File: config.mk
export PLATFORM = sky130hd
export DESIGN_NAME = pll_reset_sequencer_flat
export DESIGN_NICKNAME = d
export VERILOG_FILES = /design/src/rtl/pll_reset_pkg.sv /design/src/rtl/pll_reset_sequencer_if.sv /design/src/rtl/sync_2ff.sv /design/src/rtl/pll_reset_sequencer.sv /design/src/flat_wrapper.sv
export SDC_FILE = /design/constraint.sdc
export NUM_CORES = 1
export LEC_CHECK = 0
export CAP_MARGIN = 40
export CORE_UTILIZATION = 30
export CTS_BUF_LIST = sky130_fd_sc_hd__clkbuf_4
export DETAILED_ROUTE_END_ITERATION = 12
export GPL_TIMING_DRIVEN = 0
export HOLD_SLACK_MARGIN = 0.06
export PLACE_DENSITY_LB_ADDON = 0.12
export SYNTH_ARGS = -nofsm -noshare
export SYNTH_HDL_FRONTEND = slang
export SYNTH_HIERARCHICAL = 1
export SYNTH_SLANG_ARGS = --single-unit
export TNS_END_PERCENT = 50
File: constraint.sdc
create_clock -name clkin -period 3.45 [get_ports clkin]
set_clock_uncertainty 0.15 [all_clocks]
set_input_delay 0.5175 -clock clkin [delete_from_list [all_inputs] [get_ports clkin]]
set_output_delay 0.5175 -clock clkin [all_outputs]
set_load 0.02 [all_outputs]
File: src/rtl/pll_reset_pkg.sv
// Shared types and constants for the auxiliary PLL reset sequencer.
package pll_reset_pkg;

   localparam int RETRY_W = 4;

   typedef enum logic [2:0] {
      RESET_PLL = 3'd0,
      WAIT_LOCK = 3'd1,
      STABLE    = 3'd2,
      REL_TIMER = 3'd3,
      REL_VIDEO = 3'd4,
      RUN       = 3'd5
   } pll_state_e;

   function automatic logic [RETRY_W-1:0] satInc(input logic [RETRY_W-1:0] v);
      return (v == '1) ? v : v + 1'b1;
   endfunction

endpackage

File: src/rtl/pll_reset_sequencer_if.sv
// Signal bundle between the reset sequencer (master) and the PLL / reset consumers (slave).
interface pll_reset_sequencer_if;
   import pll_reset_pkg::*;

   logic               pll_locked_i;
   logic               force_relock_i;
   logic               pll_rst_o;
   logic               timer_rstn_o;
   logic               video_rstn_o;
   logic               gpu_rstn_o;
   logic               all_ready_o;
   logic               lock_lost_o;
   logic [RETRY_W-1:0] retry_count_o;

   modport master (
      input  pll_locked_i, force_relock_i,
      output pll_rst_o, timer_rstn_o, video_rstn_o, gpu_rstn_o,
             all_ready_o, lock_lost_o, retry_count_o
   );

   modport slave (
      output pll_locked_i, force_relock_i,
      input  pll_rst_o, timer_rstn_o, video_rstn_o, gpu_rstn_o,
             all_ready_o, lock_lost_o, retry_count_o
   );

endinterface

File: src/rtl/sync_2ff.sv
// Two-flop synchroniser, async active-low reset to 0.
module sync_2ff (
   input  logic clk,
   input  logic rstN,
   input  logic d,
   output logic q
);

   logic metaQ;

   always_ff @(posedge clk or negedge rstN) begin
      if (!rstN) begin
         metaQ <= 1'b0;
         q     <= 1'b0;
      end else begin
         metaQ <= d;
         q     <= metaQ;
      end
   end

endmodule

File: src/rtl/pll_reset_sequencer.sv
// Pulses the PLL reset, qualifies a stable lock, then releases timer, video and GPU resets in order.
//  state     | meaning
//  RESET_PLL | PLL RST held high for PLL_RST_CYCLES
//  WAIT_LOCK | waiting for synchronised lock, bounded by LOCK_TIMEOUT_CYCLES
//  STABLE    | lock high, counting towards LOCK_STABLE_CYCLES
//  REL_TIMER | timer domain released
//  REL_VIDEO | timer and video domains released
//  RUN       | all domains released
module pll_reset_sequencer
   import pll_reset_pkg::*;
#(
   parameter int PLL_RST_CYCLES      = 16,
   parameter int LOCK_STABLE_CYCLES  = 4096,
   parameter int LOCK_TIMEOUT_CYCLES = 1048576,
   parameter int STAGGER_CYCLES      = 256,
   parameter int CNT_W               = 21
) (
   input logic                   clkin,
   input logic                   rstn,
   pll_reset_sequencer_if.master bus
);

   logic               lockS;
   logic               released;
   logic               lockLost;
   pll_state_e         stateQ, stateD;
   logic [CNT_W-1:0]   cntQ, cntD;
   logic [RETRY_W-1:0] retryQ, retryD;

   sync_2ff uLockSync (
      .clk  (clkin),
      .rstN (rstn),
      .d    (bus.pll_locked_i),
      .q    (lockS)
   );

   assign released = stateQ inside {REL_TIMER, REL_VIDEO, RUN};
   assign lockLost = released && !lockS;

   always_comb begin
      stateD = stateQ;
      cntD   = cntQ + 1'b1;
      retryD = retryQ;
      case (stateQ)
         RESET_PLL: if (cntQ == CNT_W'(PLL_RST_CYCLES - 1)) begin
            stateD = WAIT_LOCK;
            cntD   = '0;
         end
         WAIT_LOCK: if (lockS) begin
            stateD = STABLE;
            cntD   = '0;
         end else if (cntQ == CNT_W'(LOCK_TIMEOUT_CYCLES - 1)) begin
            stateD = RESET_PLL;
            cntD   = '0;
            retryD = satInc(retryQ);
         end
         // a single low sample restarts qualification with a fresh timeout
         STABLE: if (!lockS) begin
            stateD = WAIT_LOCK;
            cntD   = '0;
         end else if (cntQ == CNT_W'(LOCK_STABLE_CYCLES)) begin
            stateD = REL_TIMER;
            cntD   = '0;
         end
         REL_TIMER: if (cntQ == CNT_W'(STAGGER_CYCLES - 1)) begin
            stateD = REL_VIDEO;
            cntD   = '0;
         end
         REL_VIDEO: if (cntQ == CNT_W'(STAGGER_CYCLES - 1)) begin
            stateD = RUN;
            cntD   = '0;
         end
         RUN:     cntD = cntQ;
         default: begin
            stateD = RESET_PLL;
            cntD   = '0;
         end
      endcase
      // relock requests are not timeouts, so they never bump the retry count
      if (lockLost || (bus.force_relock_i && stateQ != RESET_PLL)) begin
         stateD = RESET_PLL;
         cntD   = '0;
         retryD = retryQ;
      end
   end

   always_ff @(posedge clkin or negedge rstn) begin
      if (!rstn) begin
         stateQ           <= RESET_PLL;
         cntQ             <= '0;
         retryQ           <= '0;
         bus.pll_rst_o    <= 1'b1;
         bus.timer_rstn_o <= 1'b0;
         bus.video_rstn_o <= 1'b0;
         bus.gpu_rstn_o   <= 1'b0;
         bus.all_ready_o  <= 1'b0;
         bus.lock_lost_o  <= 1'b0;
      end else begin
         stateQ           <= stateD;
         cntQ             <= cntD;
         retryQ           <= retryD;
         bus.pll_rst_o    <= (stateD == RESET_PLL);
         bus.timer_rstn_o <= stateD inside {REL_TIMER, REL_VIDEO, RUN};
         bus.video_rstn_o <= stateD inside {REL_VIDEO, RUN};
         bus.gpu_rstn_o   <= (stateD == RUN);
         bus.all_ready_o  <= (stateD == RUN);
         bus.lock_lost_o  <= lockLost;
      end
   end

   assign bus.retry_count_o = retryQ;

endmodule

File: src/flat_wrapper.sv
// flat-port wrapper written by rule: the top's interface ports become plain ports
module pll_reset_sequencer_flat import pll_reset_pkg::*;
#(
   parameter int PLL_RST_CYCLES      = 16,
   parameter int LOCK_STABLE_CYCLES  = 4096,
   parameter int LOCK_TIMEOUT_CYCLES = 1048576,
   parameter int STAGGER_CYCLES      = 256,
   parameter int CNT_W               = 21
)
  (clkin, rstn, bus_pll_locked_i, bus_force_relock_i, bus_pll_rst_o, bus_timer_rstn_o, bus_video_rstn_o, bus_gpu_rstn_o, bus_all_ready_o, bus_lock_lost_o, bus_retry_count_o);
  pll_reset_sequencer_if bus_i ();
  input logic clkin;
  input logic rstn;
  input wire logic [$bits(bus_i.pll_locked_i)-1:0] bus_pll_locked_i;
  input wire logic [$bits(bus_i.force_relock_i)-1:0] bus_force_relock_i;
  output wire logic [$bits(bus_i.pll_rst_o)-1:0] bus_pll_rst_o;
  output wire logic [$bits(bus_i.timer_rstn_o)-1:0] bus_timer_rstn_o;
  output wire logic [$bits(bus_i.video_rstn_o)-1:0] bus_video_rstn_o;
  output wire logic [$bits(bus_i.gpu_rstn_o)-1:0] bus_gpu_rstn_o;
  output wire logic [$bits(bus_i.all_ready_o)-1:0] bus_all_ready_o;
  output wire logic [$bits(bus_i.lock_lost_o)-1:0] bus_lock_lost_o;
  output wire logic [$bits(bus_i.retry_count_o)-1:0] bus_retry_count_o;
  assign bus_i.pll_locked_i = bus_pll_locked_i;
  assign bus_i.force_relock_i = bus_force_relock_i;
  assign bus_pll_rst_o = bus_i.pll_rst_o;
  assign bus_timer_rstn_o = bus_i.timer_rstn_o;
  assign bus_video_rstn_o = bus_i.video_rstn_o;
  assign bus_gpu_rstn_o = bus_i.gpu_rstn_o;
  assign bus_all_ready_o = bus_i.all_ready_o;
  assign bus_lock_lost_o = bus_i.lock_lost_o;
  assign bus_retry_count_o = bus_i.retry_count_o;
  pll_reset_sequencer #(.PLL_RST_CYCLES(PLL_RST_CYCLES), .LOCK_STABLE_CYCLES(LOCK_STABLE_CYCLES), .LOCK_TIMEOUT_CYCLES(LOCK_TIMEOUT_CYCLES), .STAGGER_CYCLES(STAGGER_CYCLES), .CNT_W(CNT_W)) u_core (.clkin(clkin), .rstn(rstn), .bus(bus_i));
endmodule
# After elaboration in Yosys (flattened, before gate mapping)
# Index checks and enable logic that the tools add are counted.
# classes
mux	17
n_addsub	2
n_reduce_logical	12
n_eq_ne	14
bitwise_logic	3
# ops
cell	count
$mux 21	7
$pmux 21 s5	1
$mux 3	8
$add 21x1->21 const B	1
$eq 21x13->1 const B	1
$eq 21x20->1 const B	1
$eq 21x4->1 const B	1
$eq 21x8->1 const B	1
$pmux 3 s6	1
$eq 3x3->1 const B	4
$eq 3x2->1 const B	3
$reduce_bool 3->1	3
$logic_not 3->1	2
$reduce_and 5->1	1
$add 4x1->4 const B	1
$eq 4x4->1 const B	1
$eq 3x1->1 const B	1
$not 1->1	3
$logic_and 1x1->1	2
$ne 2x2->1 const B	1
$reduce_bool 2->1	1
$reduce_or 2->1	1
$logic_not 1->1	1
$logic_or 1x1->1	1
# totals
inputBits	4
word_cells	58
register_bits	35
out_inout_bits	10

# Logic depth before layout (Yosys ltp)
# logic_depth
ltp_word	7
depth_mapped	8
depth_no_buf	7

# Cells and area by module
# The synthesis kept the hierarchy.
# by_module_without_submodules
module	area_per_inst_um2	cells_each	n_inst	seq_area_each_um2
pll_reset_sequencer	1890.6	213	1	827.0
sync_2ff	50.0	2	1	50.0

# Worst setup path before layout
# No wires, ideal clock.
# synth_path
kind	reg-to-reg
startpoint	register u_core.cntQ[4]
endpoint	register u_core.cntQ[8]
path_buffers	1
path_slack_ns	1.040
setup_time_ns	0.124
stages_incl_launch_ff	7
required_ns	3.176
arrival_time_ns	2.136
synth_period_minus_slack_ns	2.410
cell_sequence	dfrtp_1 or4_1 o31a_1 o31ai_4 buf_6 nor3_1 a211o_1
# synth_via
elab_chain_cells	5
elab_cells_between_ends	13
cone_classes	1 x add/sub; 4 x eq/ne; 8 x mux
# synth_rtl
item	line	rtl
start, declared	pll_reset_sequencer.sv:27	logic [CNT_W-1:0] cntQ, cntD;
start signal, assigned	pll_reset_sequencer.sv:100	cntQ <= cntD;
$add 21x1->21, or another cell as far along	pll_reset_sequencer.sv:42	cntD = cntQ + 1'b1;
$mux 21 (on tied branches)	pll_reset_sequencer.sv:61, pll_reset_sequencer.sv:52	
$mux 21 (on tied branches)	pll_reset_sequencer.sv:58, pll_reset_sequencer.sv:49	
$pmux 21 s5 (*)	pll_reset_sequencer.sv:44	case (stateQ)
$mux 21 (*)	pll_reset_sequencer.sv:80	if (lockLost || (bus.force_relock_i && stateQ != RESET_PLL)) begin
# Every way passes the cells marked *; elsewhere a longest branch is shown, timed or not.
# A chain may end at the register's enable or synchronous reset.

# Worst setup path after layout
# layout_path
startpoint	register u_core.cntQ[8]
endpoint	register u_core.cntQ[4]
# layout_via
elab_chain_cells	5
elab_cells_between_ends	12
cone_classes	4 x eq/ne; 8 x mux
# layout_rtl
item	line
$eq 21x13->1 or $eq 21x20->1 (tied branches)	pll_reset_sequencer.sv:61, pll_reset_sequencer.sv:52
$mux 21 (on tied branches)	pll_reset_sequencer.sv:61, pll_reset_sequencer.sv:52
$mux 21 (on tied branches)	pll_reset_sequencer.sv:58, pll_reset_sequencer.sv:49
$pmux 21 s5 (*)	pll_reset_sequencer.sv:44
$mux 21 (*)	pll_reset_sequencer.sv:80
# Marks and branches as above.

==> impl_summary.log <==
[metrics] setup repair after global routing missed its margin: false
[metrics] path depth of the worst reg2reg path: 7
[metrics] Hold Path Origin: u_core/uLockSync/metaQ
[metrics] cts-stage hold buffer count: 1
[metrics] Mapped Cells: 215
[metrics] Power Density: between 400 and 500 mW/mm^2
[metrics] leakage component of the power: approximately 0.99 nW
[metrics] ys flop type: sky130_fd_sc_hd__dfrtp_1
[metrics] aggregate routed wire length: ~4.3 mm
[metrics] Hold Crit Endpoint: u_core/uLockSync/q
[metrics] count of max-cap constraint violations: 0
[metrics] critical path arrival: around 2.8 ns
[metrics] detailed-router iteration count before antenna repair: 4
[metrics] final antenna-violating net count: 0
[metrics] largest family of logic cells by synthesized area: simple AND/OR/NAND/NOR gates
[metrics] Setup TNS: 0 ns
[metrics] most common cell after layout, fill and taps aside: sky130_fd_sc_hd__dfrtp_1
[metrics] DPL Wire Length: between 3 and 4 mm
[metrics] number of buffer and inverter stages on the critical path: 1
[metrics] register cell area after layout: 877 um^2
[metrics] global-route usage over all layers: 14.9%
[metrics] CP top delay family: compound AO/OA/AOI/OAI gates
[metrics] critical path class: reg -> reg
[metrics] sequential area share after synthesis: around 45%
[metrics] pre-CTS WS: around 0.65 ns
[metrics] first-pass GRT wire length: 7.45 mm
[metrics] largest net degree at the start of global routing: 24
[metrics] die outline width: 82.4 um
[metrics] Syn-to-layout area delta: 15.5%
[metrics] Starting DRT DRC Count: 51
[metrics] largest fanout of any net on the critical path: 10
[metrics] count of nets after finishing: 244
[metrics] average size of a mapped cell: 9.03 um^2
[metrics] clock root buffer: sky130_fd_sc_hd__clkbuf_4
[metrics] Wirelength per Cell: roughly 14 um
[metrics] setup fix buffers added after clock tree synthesis: 0
[metrics] fraction of the mapped netlist area in compound gates: 17.8%
[metrics] fraction of synthesized cell area in xor and xnor cells: under 10%
[metrics] classification of the worst-slack hold path: reg -> reg
[metrics] FF+latch count, synth: 35
[metrics] std cell rows: 28
[metrics] CP required: between 3 and 4 ns
[metrics] total number of yosys warnings: 6
[metrics] standard cell with the maximum stage delay on the critical path: sky130_fd_sc_hd__o31ai_4
[metrics] number of global-route vias before repair: 1496
[metrics] CTS H-tree depth: 2
[metrics] vias post-DR: 1567
[metrics] initial standard-cell utilization of the core: 31.8%
[metrics] multi-input gate area in the final layout: 985 um^2
[metrics] period utilisation layout: 80.0%
[metrics] Max transition margin: 53.5%
[metrics] crit path time final: 2.76 ns
[metrics] number of setup violations in the final report: 0
[metrics] category of the worst setup path capture point: flip-flop
[metrics] Resized cells post-CTS: 0
[metrics] Sink Count: 35
[metrics] FILL cells: 655
[metrics] Synth Net Count: 222
[metrics] placer congestion estimate: between 0.7 and 0.8
[metrics] proportion of register bits with asynchronous set or reset after synthesis: 100%
[metrics] clock latency at the later pin of the worst-skew pair: 0.33 ns
[metrics] maximum number of buffers from clock root to sink: 2
[metrics] TritonCTS clock tree: done
[metrics] EDFF count, synth: 0
[metrics] n_diodes: 0
[metrics] port bufs: 13
[metrics] mux cell area share after synthesis: 0.580%
[metrics] Critical R2R Capture: u_core/cntQ[4]
[metrics] transition time at the pin with the least slew margin: 0.691 ns
[metrics] reg-to-reg slack, setup: 0.69 ns
[metrics] outcome: completed
[metrics] Peak Freq: 362 MHz
[metrics] I/O pin total: 14
[metrics] vias per cell: ~5.0
[metrics] Slowest Stage Delay on Critical Path: 0.51 ns
[metrics] number of failing hold endpoints at the final stage: 0
[metrics] Die Outline Area: 0.00679 mm^2
[metrics] leading cell types in the layout, fill and taps excluded: sky130_fd_sc_hd__dfrtp_1 (34), sky130_fd_sc_hd__nand2_1 (28), sky130_fd_sc_hd__nor2_1 (20)
[metrics] vertical extent of the die: 82.4 um
[metrics] final critical-path setup slack: between 0.6 and 0.7 ns
[metrics] Reg clk slew, reported paths: 0.10 ns
[metrics] unique cell type count in the Yosys netlist: 46
[metrics] share of cells above drive strength 1: 7.56%
[metrics] sort of element at the start of the critical path: flip-flop
[metrics] core area: 0.00610 mm^2
[metrics] maximum VDD drop: 0.000262 V
[metrics] Critical Path, Cell by Cell: nor4_1, nand3_1, o31a_1, o31ai_4, buf_2, a21oi_1, a21o_1
[metrics] CTS Buf Count: 5
[metrics] initial antenna violation count: 0
[metrics] post-synthesis share of cell area spent on and, or, nand and nor gates: 26.4%
[metrics] DRC: 0
[metrics] adder and majority gate portion of the synthesized area: 1.93%
[metrics] final count of pins violating max slew: 0
[metrics] startpoint of the worst register-to-register path: u_core/cntQ[8]
[metrics] overflow left after global routing: 0
[metrics] Netlist Area Pre-Place: 0.00194 mm^2
[metrics] Hold Path Depth: 0
[metrics] crit path from: u_core/cntQ[8]
-- through the flow --
stage / cell area, um^2 / hold slack (ns) / std cells / total power [mW] / util (%)
3_5_place_dp: 2180 / 0.186 / 304 / 0.848 / 35.8
5_1_grt: 2240 / 0.234 / 313 / 1.16 / 36.8
3_3_place_gp: 2160 / 0.189 / 303 / 0.851 / 35.5
4_1_cts: 2240 / 0.211 / 313 / 1.08 / 36.8
6_report: 2240 / 0.213 / 313 / 1.06 / 36.8
2_1_floorplan: 1940 / 0.0719 / 215 / 0.744 / -
-- power breakdown --
part / switching [mW] / internal [mW] / total, mW
sequential: 0.0385 / 0.451 / 0.489
combinational: 0.217 / 0.136 / 0.352
clock: 0.133 / 0.0835 / 0.217
total: 0.388 / 0.670 / 1.06
-- flip-flops by register name, indices dropped and copies added, names as in the netlist --
name                      cells
u_core/uLockSync/metaQ        1
u_core/bus.timer_rstn_o       1
u_core/cntQ                  21
u_core/bus.all_ready_o        1
u_core/bus.lock_lost_o        1
u_core/bus.video_rstn_o       1
u_core/stateQ                 3
u_core/uLockSync/q            1
u_core/bus.pll_rst_o          1
u_core/bus.retry_count_o      4
-- cell families (layout without fill, tap and decap cells) --
family	count (synthesis)	in the layout
AOI/OAI and AO/OA	49	49
adders and majority gates	3	3
xor gates and xnor gates	9	9
and+or+nand+nor	101	101
buffers and inverters	17	40
muxes	1	1
DFF	35	35
-- worst max-delay path by stage --
stage	end	cells past startpoint
floorplan	u_core/cntQ[8]	6
global placement	u_core/cntQ[14]	6
detailed placement	u_core/cntQ[14]	6
CTS	u_core/cntQ[4]	7
global route	u_core/cntQ[4]	8
finish	u_core/cntQ[4]	7
-- synth_stat cells, types with 2 or more instances --
| cell | instances | area, um^2 |
|---|---|---|
| sky130_fd_sc_hd__dfrtp_1 | 34 | 851 |
| sky130_fd_sc_hd__nand2_1 | 28 | 105 |
| sky130_fd_sc_hd__nor2_1 | 20 | 75.1 |
| sky130_fd_sc_hd__o21ai_0 | 11 | 55.1 |
| sky130_fd_sc_hd__nand3_1 | 10 | 50.1 |
| sky130_fd_sc_hd__a21oi_1 | 9 | 45.0 |
| sky130_fd_sc_hd__nor3_1 | 9 | 45.0 |
| sky130_fd_sc_hd__inv_1 | 7 | 26.3 |
| sky130_fd_sc_hd__a211o_1 | 6 | 52.6 |
| sky130_fd_sc_hd__nand4_1 | 6 | 37.5 |
| sky130_fd_sc_hd__a21o_1 | 5 | 37.5 |
| sky130_fd_sc_hd__clkbuf_1 | 5 | 18.8 |
| sky130_fd_sc_hd__xnor2_1 | 5 | 43.8 |
| sky130_fd_sc_hd__nand2b_1 | 4 | 25.0 |
| sky130_fd_sc_hd__nor4_1 | 4 | 25.0 |
| sky130_fd_sc_hd__xor2_1 | 4 | 35.0 |
| sky130_fd_sc_hd__and3_1 | 3 | 18.8 |
| sky130_fd_sc_hd__and4_1 | 3 | 26.3 |
| sky130_fd_sc_hd__buf_2 | 3 | 15.0 |
| sky130_fd_sc_hd__ha_1 | 3 | 37.5 |
| sky130_fd_sc_hd__nor3b_1 | 3 | 22.5 |
| sky130_fd_sc_hd__o21bai_1 | 3 | 22.5 |
| sky130_fd_sc_hd__a211oi_1 | 2 | 15.0 |
| sky130_fd_sc_hd__a21boi_0 | 2 | 15.0 |
| sky130_fd_sc_hd__a22o_1 | 2 | 17.5 |
| sky130_fd_sc_hd__and2_1 | 2 | 12.5 |
| sky130_fd_sc_hd__nor2b_1 | 2 | 12.5 |
| sky130_fd_sc_hd__or3_1 | 2 | 12.5 |
-- layout make-up --
type	instances	share of cell area (%)
Inverter	7	1.17
Clock inverter	2	0.335
Clock buffer	6	2.01
Multi-Input combinational cell	163	43.9
Timing Repair Buffer	15	6.92
Buffer	10	2.34
Tap cell	75	4.19
Sequential cell	35	39.1
-- per-layer routing --
layer  GRT usage [%]  part of all wire (%)
met3            4.62                   2.4
met5               0                     0
met4            3.68                  0.63
met1            20.6                    52
met2            22.5                    45
Power figures use the tool's default switching activity.
